$ cat src/rtl/fetch_unit.sv
// rtl/fetch_unit.sv - instruction fetch stage with IF/ID register, one-entry stall buffer and redirect drain
// Optional build macro: FETCH_MISALIGN_TRAP_EN (misaligned redirect targets trap to TRAP_PC)
module fetch_unit #(
    parameter logic [31:0] RESET_PC = 32'hBFC00000,
    parameter logic [31:0] TRAP_PC  = 32'hBFC00100
) (
    input  logic        clk,
    input  logic        rst,
    input  logic        stall,
    input  logic        PCSrc,
    input  logic        PcOp,
    input  logic [31:0] ImmExt,
    input  logic [31:0] rs1_val,
    output logic        imem_req,
    output logic [31:0] imem_addr,
    input  logic        imem_ack,
    input  logic [31:0] imem_rdata,
    output logic [31:0] Instr_D,
    output logic [31:0] PC_D,
    output logic [31:0] PCPlus4_D,
    output logic        valid_D,
    output logic        misalign
);

    localparam logic [31:0] NOP = 32'h00000013;

    typedef enum logic [1:0] {FETCH, DRAIN, HOLD} state_t;

    state_t      state;
    logic [31:0] pc;
    logic [31:0] drain_pc;
    logic [31:0] buf_instr;
    logic        ack_eff;
    logic [31:0] base;
    logic [31:0] sum;
    logic [31:0] target;
    logic        trap;

    // an ack only counts while a request is actually outstanding
    assign ack_eff   = imem_ack & imem_req;
    assign imem_addr = pc;

    // redirect target: branch/jal off PC_D, jalr off rs1 with bit 0 cleared
    always_comb begin
        base = PcOp ? rs1_val : PC_D;
        sum  = base + ImmExt;
        if (PcOp) begin
            sum[0] = 1'b0;
        end
`ifdef FETCH_MISALIGN_TRAP_EN
        trap   = sum[1];
        target = trap ? TRAP_PC : (sum & ~32'h3);
`else
        trap   = 1'b0;
        target = sum & ~32'h3;
`endif
    end

    // fetch FSM, pc, stall buffer and IF/ID register
    always_ff @(posedge clk or posedge rst) begin
        if (rst) begin
            state     <= FETCH;
            pc        <= RESET_PC;
            drain_pc  <= RESET_PC;
            buf_instr <= NOP;
            imem_req  <= 1'b0;
            Instr_D   <= NOP;
            PC_D      <= 32'h0;
            PCPlus4_D <= 32'h4;
            valid_D   <= 1'b0;
            misalign  <= 1'b0;
        end else begin
            misalign <= PCSrc & trap;
            imem_req <= 1'b1;
            if (PCSrc) begin
                // flush wins over stall; an in-flight request must finish before retargeting
                Instr_D <= NOP;
                valid_D <= 1'b0;
                if ((state == FETCH && imem_req && !imem_ack) ||
                    (state == DRAIN && !ack_eff)) begin
                    state    <= DRAIN;
                    drain_pc <= target;
                end else begin
                    state <= FETCH;
                    pc    <= target;
                end
            end else begin
                case (state)
                    FETCH: begin
                        if (ack_eff && !stall) begin
                            Instr_D   <= imem_rdata;
                            PC_D      <= pc;
                            PCPlus4_D <= pc + 32'd4;
                            valid_D   <= 1'b1;
                            pc        <= pc + 32'd4;
                        end else if (ack_eff) begin
                            buf_instr <= imem_rdata;
                            state     <= HOLD;
                            imem_req  <= 1'b0;
                        end else if (!stall) begin
                            Instr_D <= NOP;
                            valid_D <= 1'b0;
                        end
                    end
                    DRAIN: begin
                        // the drained word belongs to the abandoned path and is dropped
                        if (ack_eff) begin
                            pc    <= drain_pc;
                            state <= FETCH;
                        end
                        if (!stall) begin
                            Instr_D <= NOP;
                            valid_D <= 1'b0;
                        end
                    end
                    HOLD: begin
                        if (!stall) begin
                            Instr_D   <= buf_instr;
                            PC_D      <= pc;
                            PCPlus4_D <= pc + 32'd4;
                            valid_D   <= 1'b1;
                            pc        <= pc + 32'd4;
                            state     <= FETCH;
                        end else begin
                            imem_req <= 1'b0;
                        end
                    end
                    default: begin
                        state <= FETCH;
                    end
                endcase
            end
        end
    end

endmodule

$ cat config.mk
export PLATFORM = sky130hd
export DESIGN_NAME = fetch_unit
export DESIGN_NICKNAME = d
export VERILOG_FILES = /design/src/rtl/fetch_unit.sv
export SDC_FILE = /design/constraint.sdc
export NUM_CORES = 1
export LEC_CHECK = 0
export BUFFER_PORTS_ARGS = -buffer_cell sky130_fd_sc_hd__buf_2
export CAP_MARGIN = 10
export CORE_MARGIN = 3
export CORE_UTILIZATION = 32
export DETAILED_ROUTE_END_ITERATION = 12
export GPL_TIMING_DRIVEN = 0
export PLACE_DENSITY = 0.52
export REMOVE_ABC_BUFFERS = 1
export SLEW_MARGIN = 30
export SYNTH_ARGS = -nofsm -noshare
export SYNTH_HDL_FRONTEND = slang
export SYNTH_SLANG_ARGS = --single-unit
$ cat constraint.sdc
create_clock -name clk -period 18.7 [get_ports clk]
set_input_delay 4.675 -clock clk [delete_from_list [all_inputs] [get_ports clk]]
set_output_delay 4.675 -clock clk [all_outputs]
set_load 0.02 [all_outputs]
# Word-level counts from Yosys, hierarchy flattened
# Cells that the tools add are included.
# word_totals
input_bits,102
output_inout_bits,131
elab_cells,77
ff_bits,194
# op_classes
bitwise_logic,3
mux,35
add_sub_neg,2
n_reduce_logical,17
n_eq_ne,11
# ops
cell,count
two-way mux 32 bit,13
one-hot mux 32 bit (3 select lines),2
one-hot mux 32 bit (2 select lines),2
"adder 32 x 3 -> 32 bit, second input constant",1
adder 32 bit,1
"inequality test 3 bit, second input constant",4
AND reduction 4 bit,3
two-way mux 1 bit,10
two-way mux 2 bit,5
one-hot mux 2 bit (3 select lines),1
AND reduction 5 bit,1
logical AND 1 bit,4
"inequality test 2 bit, second input constant",2
"inequality test 4 x 3 -> 1 bit, second input constant",1
nonzero test 4 bit,1
logical NOT 1 bit,3
"inequality test 3 x 2 -> 1 bit, second input constant",1
one-hot mux 1 bit (3 select lines),1
AND reduction 3 bit,1
"equality test 2 x 1 -> 1 bit, second input constant",1
"equality test 2 bit, second input constant",1
logical NOT 2 bit,1
"inequality test 2 x 1 -> 1 bit, second input constant",1
inverter 1 bit,2
5 further kinds,5

# Depth between registers and ports, before layout
# depth
ltp_word,6
mapped_depth,12
ltp_nobuf,10

# Worst setup path after synthesis
# No wires, ideal clock.
# synth_timing
kind,input port to flip-flop
startpoint,input PcOp
endpoint,register pc[26] (netlist: imem_addr[26])
cell_stages,12
t_required_ps,18617
setup_time_ps,83
n_path_buf,2
t_arrival_ps,7419
setup_slack_ps,11197
path_cell_list,buf_4 clkbuf_1 mux2_2 ha_1 a211oi_2 o211ai_1 nor3_1 a21oi_2 a221oi_2 o21ai_1 xor2_1 a221o_1
# synth_via
elab_chain_cells,4
# synth_lines
item,line,rtl
"start, declared",11,"input logic PcOp,"
two-way mux 32 bit,45,base = PcOp ? rs1_val : PC_D;
adder 32 bit,46,sum = base + ImmExt;
two-way mux 32 bit,79,if ((state == FETCH && imem_req && !imem_ack) ||
two-way mux 32 bit,75,if (PCSrc) begin
"end signal, assigned",85,pc <= target;
"end signal, assigned",95,pc <= pc + 32'd4;
"end signal, assigned",108,pc <= drain_pc;
"end, declared",30,logic [31:0] pc;
# No other way between the ends. The select of a mux whose other input is x is not followed.
# A chain may end at the register's enable or synchronous reset.

# Final worst setup path
# Ends and elaborated chain as after synthesis.

==> flow_metrics.py <==
metrics = {
    "place": {
        "port_buffers": 225,
        "pre_cts_slack_ns": 10.46,
        "hpwl_um": 22000,
        "gp_congestion": 0.830,
    },
    "pwr": {
        "ir_drop_mv": 0.0740,
        "leakage_nw": 5.84,
        "clockPowerShare_pct": 17.6,
        "internal_power_w": 0.00121,
        "p_sw_w": 0.000923,
        "sequentialPowerShare_pct": 35.6,
        "power_frac_comb_pct": 46.9,
        "powerDensity_mw_per_mm2": 167,
        "sw_frac_of_total_pct": 43.2,
    },
    "sta": {
        "tns_ns": 0,
        "slew_headroom_pct": 36.1,
        "period_share_pct": 41.9,
        "skew_ns": 0.0151,
        "setup_viol": 0,
        "period_minus_slack_ns": 7.83,
        "worst_slew_pin_slew_ns": 0.959,
        "worst_slack_ns": 10.87,
        "rsz0062_at_grt": "no",
        "slew_viol_final": 0,
        "hold_viol": 0,
        "clock.fmax_mhz": 128,
    },
    "worst_setup_path": {
        "crit_path_max_incr_delay_ns": 0.64,
        "start_kind": "primary input",
        "cpLargestDelayFamily": "compound AO/OA/AOI/OAI gates",
        "worstPathArrival_ns": 8.19,
        "worstPathRequired_ns": 19.06,
        "crit_type": "primary input to flop",
        "endpoint_kind": "flop",
        "cp_cell_sequence": "buf_2 > mux2_2 > ha_1 > a211oi_2 > o211ai_1 > nor3_1 > a21oi_2 > a221oi_2 > o21ai_1 > xor2_1 > a221o_1",
        "worstPathBufferInverterCount": 1,
        "slowest_stage": "buf_2",
        "r2r_setup_slack_ns": 15.00,
        "path_max_fanout": 32,
    },
    "cts": {
        "clk_latency_ns": 0.44,
        "cts_sinks": 188,
        "cts_root_buffer": "clkbuf_16",
        "post_cts_resized": 0,
        "cts_htree_levels": 4,
        "cts-buffers-inserted": 17,
        "cts_hold_buffers": 0,
        "clk_pin_slew_ns": 0.07,
        "cts.path.max_buffers": 2,
        "cts_tree": "built",
        "post_cts_buffers": 0,
    },
    "drt": {
        "drc_errors": 0,
        "viasPerCell": 5.10,
        "vias": 8721,
        "wl_um": 31100,
        "drtAntennaViolNets": 0,
        "drtIter0Drc": 606,
        "first_pass_iters": 5,
        "post_drt_wl_per_cell_um": 18.2,
    },
    "synth": {
        "synth_edf_count": 0,
        "ys_seq_elements": 188,
        "synth_cell_types": 73,
        "synth.top_cells.by_area": "dfrtp_1 (39%), mux2_2 (10%), dfstp_2 (6.3%)",
        "ys_warn_count": 0,
        "synth_area_per_cell_sq_um": 9.82,
        "syn_area_sq_mm": 0.0104,
        "netlist_instances": 1060,
        "async_flop_share_pct": 100,
        "synth-main-ff-cell": "dfrtp_1",
        "seq_area_frac_synth_pct": 45.5,
        "yosysTopAreaCell": "dfrtp_1",
        "synth_top_area_share_pct": 39.2,
    },
    "floorplanning": {
        "die_width_um": 186,
        "die_area_sq_mm": 0.0347,
        "io_pins": 233,
        "die_h_um": 186,
        "initial_core_util_pct": 32.7,
        "core_area_sq_mm": 0.0318,
        "rows": 65,
    },
    "cells_and_area": {
        "final_cell_mix": "buf_2 (224), dfrtp_1 (163), nand2_1 (136)",
        "layout_commonest_cell": "buf_2",
        "nNetsFinal": 1397,
        "area_delta_synth_final_pct": 22.7,
        "drive_above_1_share_pct": 33.4,
    },
    "global_route": {
        "grt_pass1_wl_um": 48900,
        "first_global_vias": 8591,
        "antenna_found_initial": 2,
        "grt_use_total_pct": 17.5,
        "grt_overflow": 0,
        "grt_start_max_net_pins": 86,
    },
    "outcome": {
        "status": "finished clean",
    },
    "flow_run": {
        "cap_violations": 0,
    },
    "min_path": {
        "hold_class": "flop to flop",
    },
}
==> final timing paths <==
path / start / endpoint / cells past startpoint
max in group asynchronous: rst / imem_addr[31] / 4
min: drain_pc[31] / drain_pc[31] / 2
max: PcOp / imem_addr[26] / 11
max reg2reg: state[1] / imem_addr[31] / 11
min reg2reg: drain_pc[31] / drain_pc[31] / 2
min in group asynchronous: rst / PCPlus4_D[6] / 2
==> Yosys cell counts, drive strengths merged, types with 5 or more instances <==
| master | instances |
|---|---|
| dfrtp | 163 |
| o21ai | 119 |
| nand2b | 8 |
| nand3 | 17 |
| clkbuf | 51 |
| a21oi | 60 |
| a21boi | 6 |
| xor2 | 19 |
| a21o | 16 |
| ha | 34 |
| nand4 | 12 |
| o21bai | 7 |
| a211o | 5 |
| and3 | 7 |
| inv | 29 |
| a211oi | 17 |
| nor3 | 14 |
| dfstp | 25 |
| nand2 | 136 |
| mux2i | 5 |
| mux2 | 96 |
| buf | 14 |
| nor2 | 61 |
| a22oi | 38 |
| xnor2 | 37 |
| nor4 | 5 |
==> power groups by stage <==
stage | Clock [W] | Sequential (W) | Combinational, W
2_1_floorplan | 0 | 0.000869 | 0.000538
3_3_place_gp | 0 | 0.000762 | 0.000970
3_5_place_dp | 0 | 0.000767 | 0.00101
4_1_cts | 0.000385 | 0.000761 | 0.00101
5_1_grt | 0.000401 | 0.000789 | 0.00110
6_report | 0.000375 | 0.000760 | 0.00100
==> stage by stage <==
stage               std cells  instance area [sq um]  hold WS, ns  total power, W  util [%]
finish                   1710                  12800        0.462         0.00214      40.2
global route             1710                  12800        0.488         0.00229      40.2
floorplan                1001                  10200        0.439         0.00141         -
CTS                      1709                  12800        0.464         0.00216      40.2
global placement         1661                  11800        0.451         0.00173      37.2
detailed placement       1677                  12200        0.453         0.00178      38.3
==> sequential cells by signal, indices dropped and copies added (netlist names) <==
| signal | count |
|---|---|
| Instr_D | 32 |
| buf_instr | 32 |
| PCPlus4_D | 30 |
| PC_D | 30 |
| drain_pc | 30 |
| imem_addr | 30 |
| state | 2 |
| imem_req | 1 |
| valid_D | 1 |
==> per-layer routing <==
layer | part of all wire [%] | wire (um) | global-route usage [%] | vias to the layer above
li1 | - | - | - | 4189
met3 | 5.6 | 1740 | 3.42 | 22
met5 | 0.042 | 13 | 0 | -
met4 | 0.90 | 280 | 3.00 | 2
met1 | 47 | 14700 | 24.5 | 4264
met2 | 46 | 14400 | 28.8 | 244
==> worst register-to-register path, delay by kind of cell (launching register included) <==
kind            cells  cell delay (ns)
fa+ha+maj           1             0.60
compound gates      4             1.00
flops               1             0.40
simple gates        3             0.77
buf+inv             3             0.83
==> layout make-up <==
cell class | count | area (sq um)
fill | 3210 | 19000
clock inverter | 12 | 136
multi-input combinational | 783 | 5380
inverter | 30 | 121
antenna | 1 | 2.50
timing repair buffer | 241 | 1410
clock buffer | 20 | 447
tap | 435 | 544
sequential | 188 | 4740
==> kinds of logic (layout without fill, tap and decap cells) <==
| group | after synthesis | after routing | synth area share, % |
|---|---|---|---|
| other | 1 | 8 | 0.0360 |
| DFF | 188 | 188 | 45.5 |
| adders and majority gates | 34 | 34 | 4.09 |
| and+or+nand+nor | 275 | 275 | 12.1 |
| muxes | 101 | 101 | 10.9 |
| AOI/OAI and AO/OA | 310 | 310 | 18.9 |
| buffers and inverters | 95 | 303 | 3.74 |
| xor gates and xnor gates | 56 | 56 | 4.71 |
Note: power is estimated with default switching activity, not from simulation.
